## src/rtl/nn_stream_loader.sv

```systemverilog
// ============================================================================
// Module   : nn_stream_loader
// Purpose  : Turns a valid/ready word stream into addressed weight/input
//            write pulses for the neural_network memories.
// Revision : 1.0 - initial release
// ============================================================================
`default_nettype none

module nn_stream_loader #(
    parameter int LAYER_SIZE  = 4,
    parameter int LAYER_DEPTH = 4,
    parameter int BIT_SIZE    = 16
) (
    input  logic                           clk,
    input  logic                           rst,
    input  logic                           start,
    input  logic                           mode,
    input  logic                           abort,
    input  logic [BIT_SIZE-1:0]            s_data,
    input  logic                           s_valid,
    output logic                           s_ready,
    output logic                           weight_write_enable,
    output logic                           input_write_enable,
    output logic [$clog2(LAYER_DEPTH)-1:0] layer,
    output logic [$clog2(LAYER_SIZE)-1:0]  node_j,
    output logic [$clog2(LAYER_SIZE)-1:0]  node_k,
    output logic [BIT_SIZE-1:0]            x,
    output logic                           busy,
    output logic                           done
);

    localparam int c_LAYER_W = $clog2(LAYER_DEPTH);
    localparam int c_NODE_W  = $clog2(LAYER_SIZE);
    localparam logic [c_LAYER_W-1:0] c_LAYER_MAX = c_LAYER_W'(LAYER_DEPTH - 1);
    localparam logic [c_NODE_W-1:0]  c_NODE_MAX  = c_NODE_W'(LAYER_SIZE - 1);

    typedef enum logic [1:0] {
        ST_IDLE = 2'd0,
        ST_LOAD = 2'd1,
        ST_DONE = 2'd2
    } state_t;

    state_t                r_state;
    logic                  r_mode;
    logic [c_LAYER_W-1:0]  r_cnt_l;
    logic [c_NODE_W-1:0]   r_cnt_j;
    logic [c_NODE_W-1:0]   r_cnt_k;

    logic w_handshake;
    logic w_k_last;
    logic w_j_last;
    logic w_l_last;
    logic w_last;

    // abort masks ready so a word offered alongside it is never consumed
    assign s_ready     = (r_state == ST_LOAD) && !abort;
    assign w_handshake = s_valid && s_ready;
    assign w_k_last    = (r_cnt_k == c_NODE_MAX);
    assign w_j_last    = (r_cnt_j == c_NODE_MAX);
    assign w_l_last    = (r_cnt_l == c_LAYER_MAX);
    assign w_last      = r_mode ? w_k_last : (w_k_last && w_j_last && w_l_last);

    always_ff @(posedge clk or negedge rst) begin
        if (!rst) begin
            r_state             <= ST_IDLE;
            r_mode              <= 1'b0;
            r_cnt_l             <= '0;
            r_cnt_j             <= '0;
            r_cnt_k             <= '0;
            weight_write_enable <= 1'b0;
            input_write_enable  <= 1'b0;
            layer               <= '0;
            node_j              <= '0;
            node_k              <= '0;
            x                   <= '0;
            busy                <= 1'b0;
            done                <= 1'b0;
        end else begin
            weight_write_enable <= 1'b0;
            input_write_enable  <= 1'b0;
            done                <= 1'b0;
            case (r_state)
                ST_IDLE: begin
                    if (start) begin
                        r_state <= ST_LOAD;
                        r_mode  <= mode;
                        r_cnt_l <= '0;
                        r_cnt_j <= '0;
                        r_cnt_k <= '0;
                        busy    <= 1'b1;
                    end
                end
                ST_LOAD: begin
                    if (abort) begin
                        r_state <= ST_IDLE;
                        busy    <= 1'b0;
                    end else if (w_handshake) begin
                        weight_write_enable <= !r_mode;
                        input_write_enable  <= r_mode;
                        layer               <= r_cnt_l;
                        node_j              <= r_cnt_j;
                        node_k              <= r_cnt_k;
                        x                   <= s_data;
                        // Nested counters: k fastest, carries into j then layer
                        r_cnt_k <= w_k_last ? '0 : r_cnt_k + c_NODE_W'(1);
                        if (!r_mode && w_k_last) begin
                            r_cnt_j <= w_j_last ? '0 : r_cnt_j + c_NODE_W'(1);
                            if (w_j_last) begin
                                r_cnt_l <= w_l_last ? '0 : r_cnt_l + c_LAYER_W'(1);
                            end
                        end
                        if (w_last) begin
                            r_state <= ST_DONE;
                            busy    <= 1'b0;
                            done    <= 1'b1;
                        end
                    end
                end
                ST_DONE: r_state <= ST_IDLE;
                default: r_state <= ST_IDLE;
            endcase
        end
    end

endmodule

`default_nettype wire

```

## config.mk

```make
export PLATFORM = sky130hd
export DESIGN_NAME = nn_stream_loader
export DESIGN_NICKNAME = d
export VERILOG_FILES = /design/src/rtl/nn_stream_loader.sv
export SDC_FILE = /design/constraint.sdc
export NUM_CORES = 1
export LEC_CHECK = 0
export BUFFER_PORTS_ARGS = -buffer_cell sky130_fd_sc_hd__clkbuf_2
export CAP_MARGIN = 20
export CORE_ASPECT_RATIO = 1.4
export CORE_UTILIZATION = 52
export CTS_CLUSTER_SIZE = 28
export DETAILED_ROUTE_END_ITERATION = 12
export PLACE_DENSITY = 0.86
export SLEW_MARGIN = 25
export SYNTH_ARGS = -nofsm -noshare
export SYNTH_HDL_FRONTEND = slang
export SYNTH_SLANG_ARGS = --single-unit
```

## constraint.sdc

```tcl
create_clock -name clk -period 3.5 [get_ports clk]
set_clock_uncertainty 0.1 [all_clocks]
set_input_delay 0.175 -clock clk [delete_from_list [all_inputs] [get_ports clk]]
set_output_delay 0.175 -clock clk [all_outputs]
set_load 0.02 [all_outputs]
```

Yosys cells after proc, flatten, opt, wreduce, memory -nomap -nowiden
Cells that the tools add are included.
{"block": "classes", "n_addsub": 3, "n_eq_ne": 11, "n_mux": 37, "n_bitwise": 1, "reduce_logical": 16}
{"operator": "2-bit two-way mux", "count": 17}
{"operator": "2-bit one-hot mux with 2 select lines", "count": 4}
{"operator": "1-bit two-way mux", "count": 15}
{"operator": "2-bit != test, second input constant", "count": 4}
{"operator": "4-bit AND reduction", "count": 2}
{"operator": "2-bit by 1-bit adder with 2-bit output, second input constant", "count": 3}
{"operator": "2-bit equality test, second input constant", "count": 3}
{"operator": "3-bit != test, second input constant", "count": 2}
{"operator": "3-bit AND reduction", "count": 2}
{"operator": "6-bit AND reduction", "count": 1}
{"operator": "1-bit logical AND", "count": 5}
{"operator": "5-bit AND reduction", "count": 1}
{"operator": "2-bit by 1-bit equality test with 1-bit output, second input constant", "count": 1}
{"operator": "1-bit logical NOT", "count": 2}
{"operator": "2-bit logical NOT", "count": 1}
{"operator": "2-bit by 1-bit != test with 1-bit output, second input constant", "count": 1}
{"operator": "1-bit one-hot mux with 2 select lines", "count": 1}
{"operator": "2-bit AND reduction", "count": 1}
{"operator": "2-bit nonzero test", "count": 1}
{"operator": "1-bit NOT", "count": 1}
{"block": "totals", "register_bits": 35, "inputBits": 22, "output_inout_bits": 27, "elab_cells": 81}

Depth between registers and ports, before layout
{"block": "logic_depth", "depth_word": 8, "mapped_depth": 4, "mapped_depth_nobuf": 4}

Worst setup path before layout
OpenSTA, ideal clock, no wires.
{"block": "synth_path", "path_type": "register to register", "startpoint": "reg r_state[1]", "endpoint": "reg x[11]", "arrival_time_ns": 1.202, "required_time_ns": 3.275, "slack_ns": 2.073, "stages_incl_launch_ff": 4, "path_cell_list": "dfrtp_1 > and4bb_4 > buf_4 > mux2_2"}
{"block": "synth_via", "elab_chain_cells": 4}
{"element": "from (decl)", "line_no": "43", "text": "state_t r_state;"}
{"element": "from (signal assigned)", "line_no": "65", "text": "r_state <= ST_IDLE;"}
{"element": "from (signal assigned)", "line_no": "85", "text": "r_state <= ST_LOAD;"}
{"element": "from (signal assigned)", "line_no": "95", "text": "r_state <= ST_IDLE;"}
{"element": "2-bit by 1-bit equality test with 1-bit output *", "line_no": "56, 82"}
{"element": "1-bit logical AND", "line_no": "56", "text": "assign s_ready = (r_state == ST_LOAD) && !abort;"}
{"element": "1-bit logical AND", "line_no": "57", "text": "assign w_handshake = s_valid && s_ready;"}
{"element": "3-bit AND reduction (no source line) *"}
{"element": "to (signal assigned)", "line_no": "103", "text": "x <= s_data;"}
{"element": "to (decl)", "line_no": "27", "text": "output logic [BIT_SIZE-1:0] x,"}
Mark *: on every way between the ends. The rest lies on a longest branch, timed or not.
A chain may end at the register's enable or synchronous reset.

Worst setup path in the final report
{"block": "layout_path", "startpoint": "in abort", "endpoint": "reg r_cnt_j[0]"}
{"block": "layout_via", "elab_chain_cells": 5}
{"element": "from (decl)", "line_no": "18", "text": "input logic abort,"}
{"element": "1-bit logical NOT", "line_no": "56"}
{"element": "1-bit logical AND", "line_no": "56"}
{"element": "1-bit logical AND", "line_no": "57"}
{"element": "2-bit != test (no source line)"}
{"element": "5-bit AND reduction (no source line) *"}
{"element": "to (signal assigned)", "line_no": "107", "text": "r_cnt_j <= w_j_last ? '0 : r_cnt_j + c_NODE_W'(1);"}
{"element": "to (decl)", "line_no": "46", "text": "logic [c_NODE_W-1:0] r_cnt_j;"}
Marked as above.

==> flow_summary.toml <==
[die]
start_util_pct = 54.74
die_area_sq_mm = 0.002969
io_pins = 49
row_count = 22
die_h_microns = 64.08
core_area_sq_mm = 0.002615
die_w_microns = 46.34

[final_layout]
antenna_cells = 0
final_nets = 197
drive_gt1_share_pct = 46.82
area_growth_pct = 36.89

[drt]
first_pass_iters = 4
num_vias = 1082
via_per_inst = 5.177
ant_nets = 0
wire_per_inst_microns = 14.51
drc = 0
wirelength_mm = 3.033
drt-initial-drc-count = 13

[timing]
hold_violations = 0
tightest_slew_ns = 0.8223
setup_viol = 0
slew_viol_final = 0
slew_headroom_pct = 45.18
fin_crit_sh_pct = 52.15
fin_crit_ns = 1.825
fmax_ghz = 0.5479
final.setup.worst_slack_ns = 1.675
tns_ns = 0
hold_ws_ns = 0.07022
rsz0062_at_grt = "false"

[status]
status = "complete, no violations"

[placed_design]
gp_congestion = 0.7384
io_buffers = 48
place_ws_ns = 1.819
dpl.hpwl_mm = 1.875

[clock_network]
ctsHtreeMaxLevel = 2
clockRootBuffer = "clkbuf_4"
cts_buffers = 5
clock_sinks = 35
cts_tree = "built"
clk_pin_slew_worst_paths_ns = 0.10
postCtsSetupBuffers = 0
clockBufferDepth = 2
insertion_delay_ns = 0.33

[synthesis]
synth_edf_count = 0
synth_cell_type_count = 26
netlist_instances = 100
synth_ff_type = "dfrtp_1"
mappedNetlistArea_sq_mm = 0.001431
yosysMostFrequentCell = "dfrtp_1"
synth_common_cells = "35 x dfrtp_1, 23 x mux2_2, 6 x nor2_1"
yosys.area.top_type_share_pct = 61.19
yosysSeqAreaShare_pct = 61.19
synthArstFlopShare_pct = 100.0
synth_area_leaders = "dfrtp_1 61%, mux2_2 18%, ha_1 2.6%, a22o_1 1.8%, nor2_1 1.6%"
yosysWarnings = 0
synth_nets = 125
synth_top_area_cell = "dfrtp_1"
ys_seq_elements = 35
syn_avg_cell_area_sq_um = 14.31

[power_and_ir_drop]
vdd_drop_max_uv = 453.2
power.total_mw = 1.062
p_per_area_mw_per_mm2 = 541.9
cellLeakagePower_nw = 0.9815

[worst_hold_path]
min_path_cells = 3
hold_path.class = "input port to flop"

[critical_path]
startpoint_type = "input port"
path_class = "input port to flop"
end_kind = "flop"
cp_max_fo = 30
reg2reg_depth = 3
critPathArrivalTime_ns = 1.95
cp.required_ns = 3.63

[global_routing]
grt_pass1_vias = 1170
grt_start_max_net_pins = 36
grt_pass1_wl_mm = 4.954
grt-ovfl-total = 0
grt_use_total_pct = 23.60
antenna_found_initial = 0

[job]
maxCapViolCount = 0
==> final cells by class <==
class,instances,area [sq um]
Multi-Input combinational cell,60,521.8
Fill cell,173,655.6
Inverter,2,7.507
Tap cell,36,45.04
Timing Repair Buffer,68,440.4
Clock buffer,8,68.82
Sequential cell,35,875.8
==> through the flow <==
step,area (sq um),util (%),instances
floorplan,1431,-,100
global placement,1690,64.64,181
detailed placement,1690,64.64,181
CTS,1959,74.93,209
global route,1959,74.93,209
finish,1959,74.93,209
==> path summary, 6_finish.rpt <==
kind / from / end / slack (ns)
worst max-delay path: abort / r_cnt_j[0]$_DFFE_PN0P_ / 1.67
worst min-delay path: s_valid / done$_DFF_PN0_ / 0.07
worst max register to register: r_state[1]$_DFFE_PN0P_ / r_cnt_j[0]$_DFFE_PN0P_ / 1.80
worst min register to register: x[2]$_DFFE_PN0P_ / x[2]$_DFFE_PN0P_ / 0.42
max in group asynchronous: rst / input_write_enable$_DFF_PN0_ / 2.43
min in group asynchronous: rst / r_state[0]$_DFFE_PN0P_ / 0.36
==> layout by cell type (no fill, tap or decap), types with 2 or more instances in the layout <==
cell	count
clkbuf_2	48
ha_1	3
nor2_1	6
nor2b_1	2
a32o_1	2
inv_1	2
o22ai_1	2
dfrtp_1	35
dlygate4sd3_1	20
clkbuf_4	5
mux2_2	23
a22o_1	3
clkbuf_8	2
nand2_1	2
nor4_1	2
a21oi_1	3
==> power by group <==
group	internal, mW	total, mW	switching, mW
Combinational	0.130	0.296	0.167
Sequential	0.476	0.522	0.0457
Clock	0.118	0.244	0.126
Total	0.724	1.06	0.338
==> layer usage <==
metal	GRT usage, %	routed length (microns)	up-vias
met5	0	0	-
met4	8.824	51	0
met3	7.062	173	8
met2	43.40	1700	59
met1	22.71	1107	509
li1	-	-	506
==> registers in the layout, indices dropped and copies added, names as in the netlist, 2 cells and up <==
signal   cells
r_cnt_j      2
layer        2
r_state      2
r_cnt_l      2
x           16
node_k       2
node_j       2
r_cnt_k      2
==> kinds of logic (layout without fill, tap and decap cells) <==
group	Yosys count	in the layout	share of synthesized area (%)
DFF	35	35	61.19
muxes	23	23	18.09
and+or+nand+nor	20	20	8.568
AOI/OAI and AO/OA	14	14	7.168
buffers and inverters	5	78	2.360
adders and majority gates	3	3	2.623
==> worst max-delay path, cell delays in order <==
cell	delay, ns
dlygate4sd3_1	0.56
clkbuf_2	0.15
and4bb_4	0.62
o22ai_1	0.19
a22o_1	0.25
==> what timing repair did <==
item                      4_1_cts  5_1_grt
resized for setup               0        0
hold buffers                   20        0
hold endpoints to repair       55        0
(Power assumes the default switching activity.)
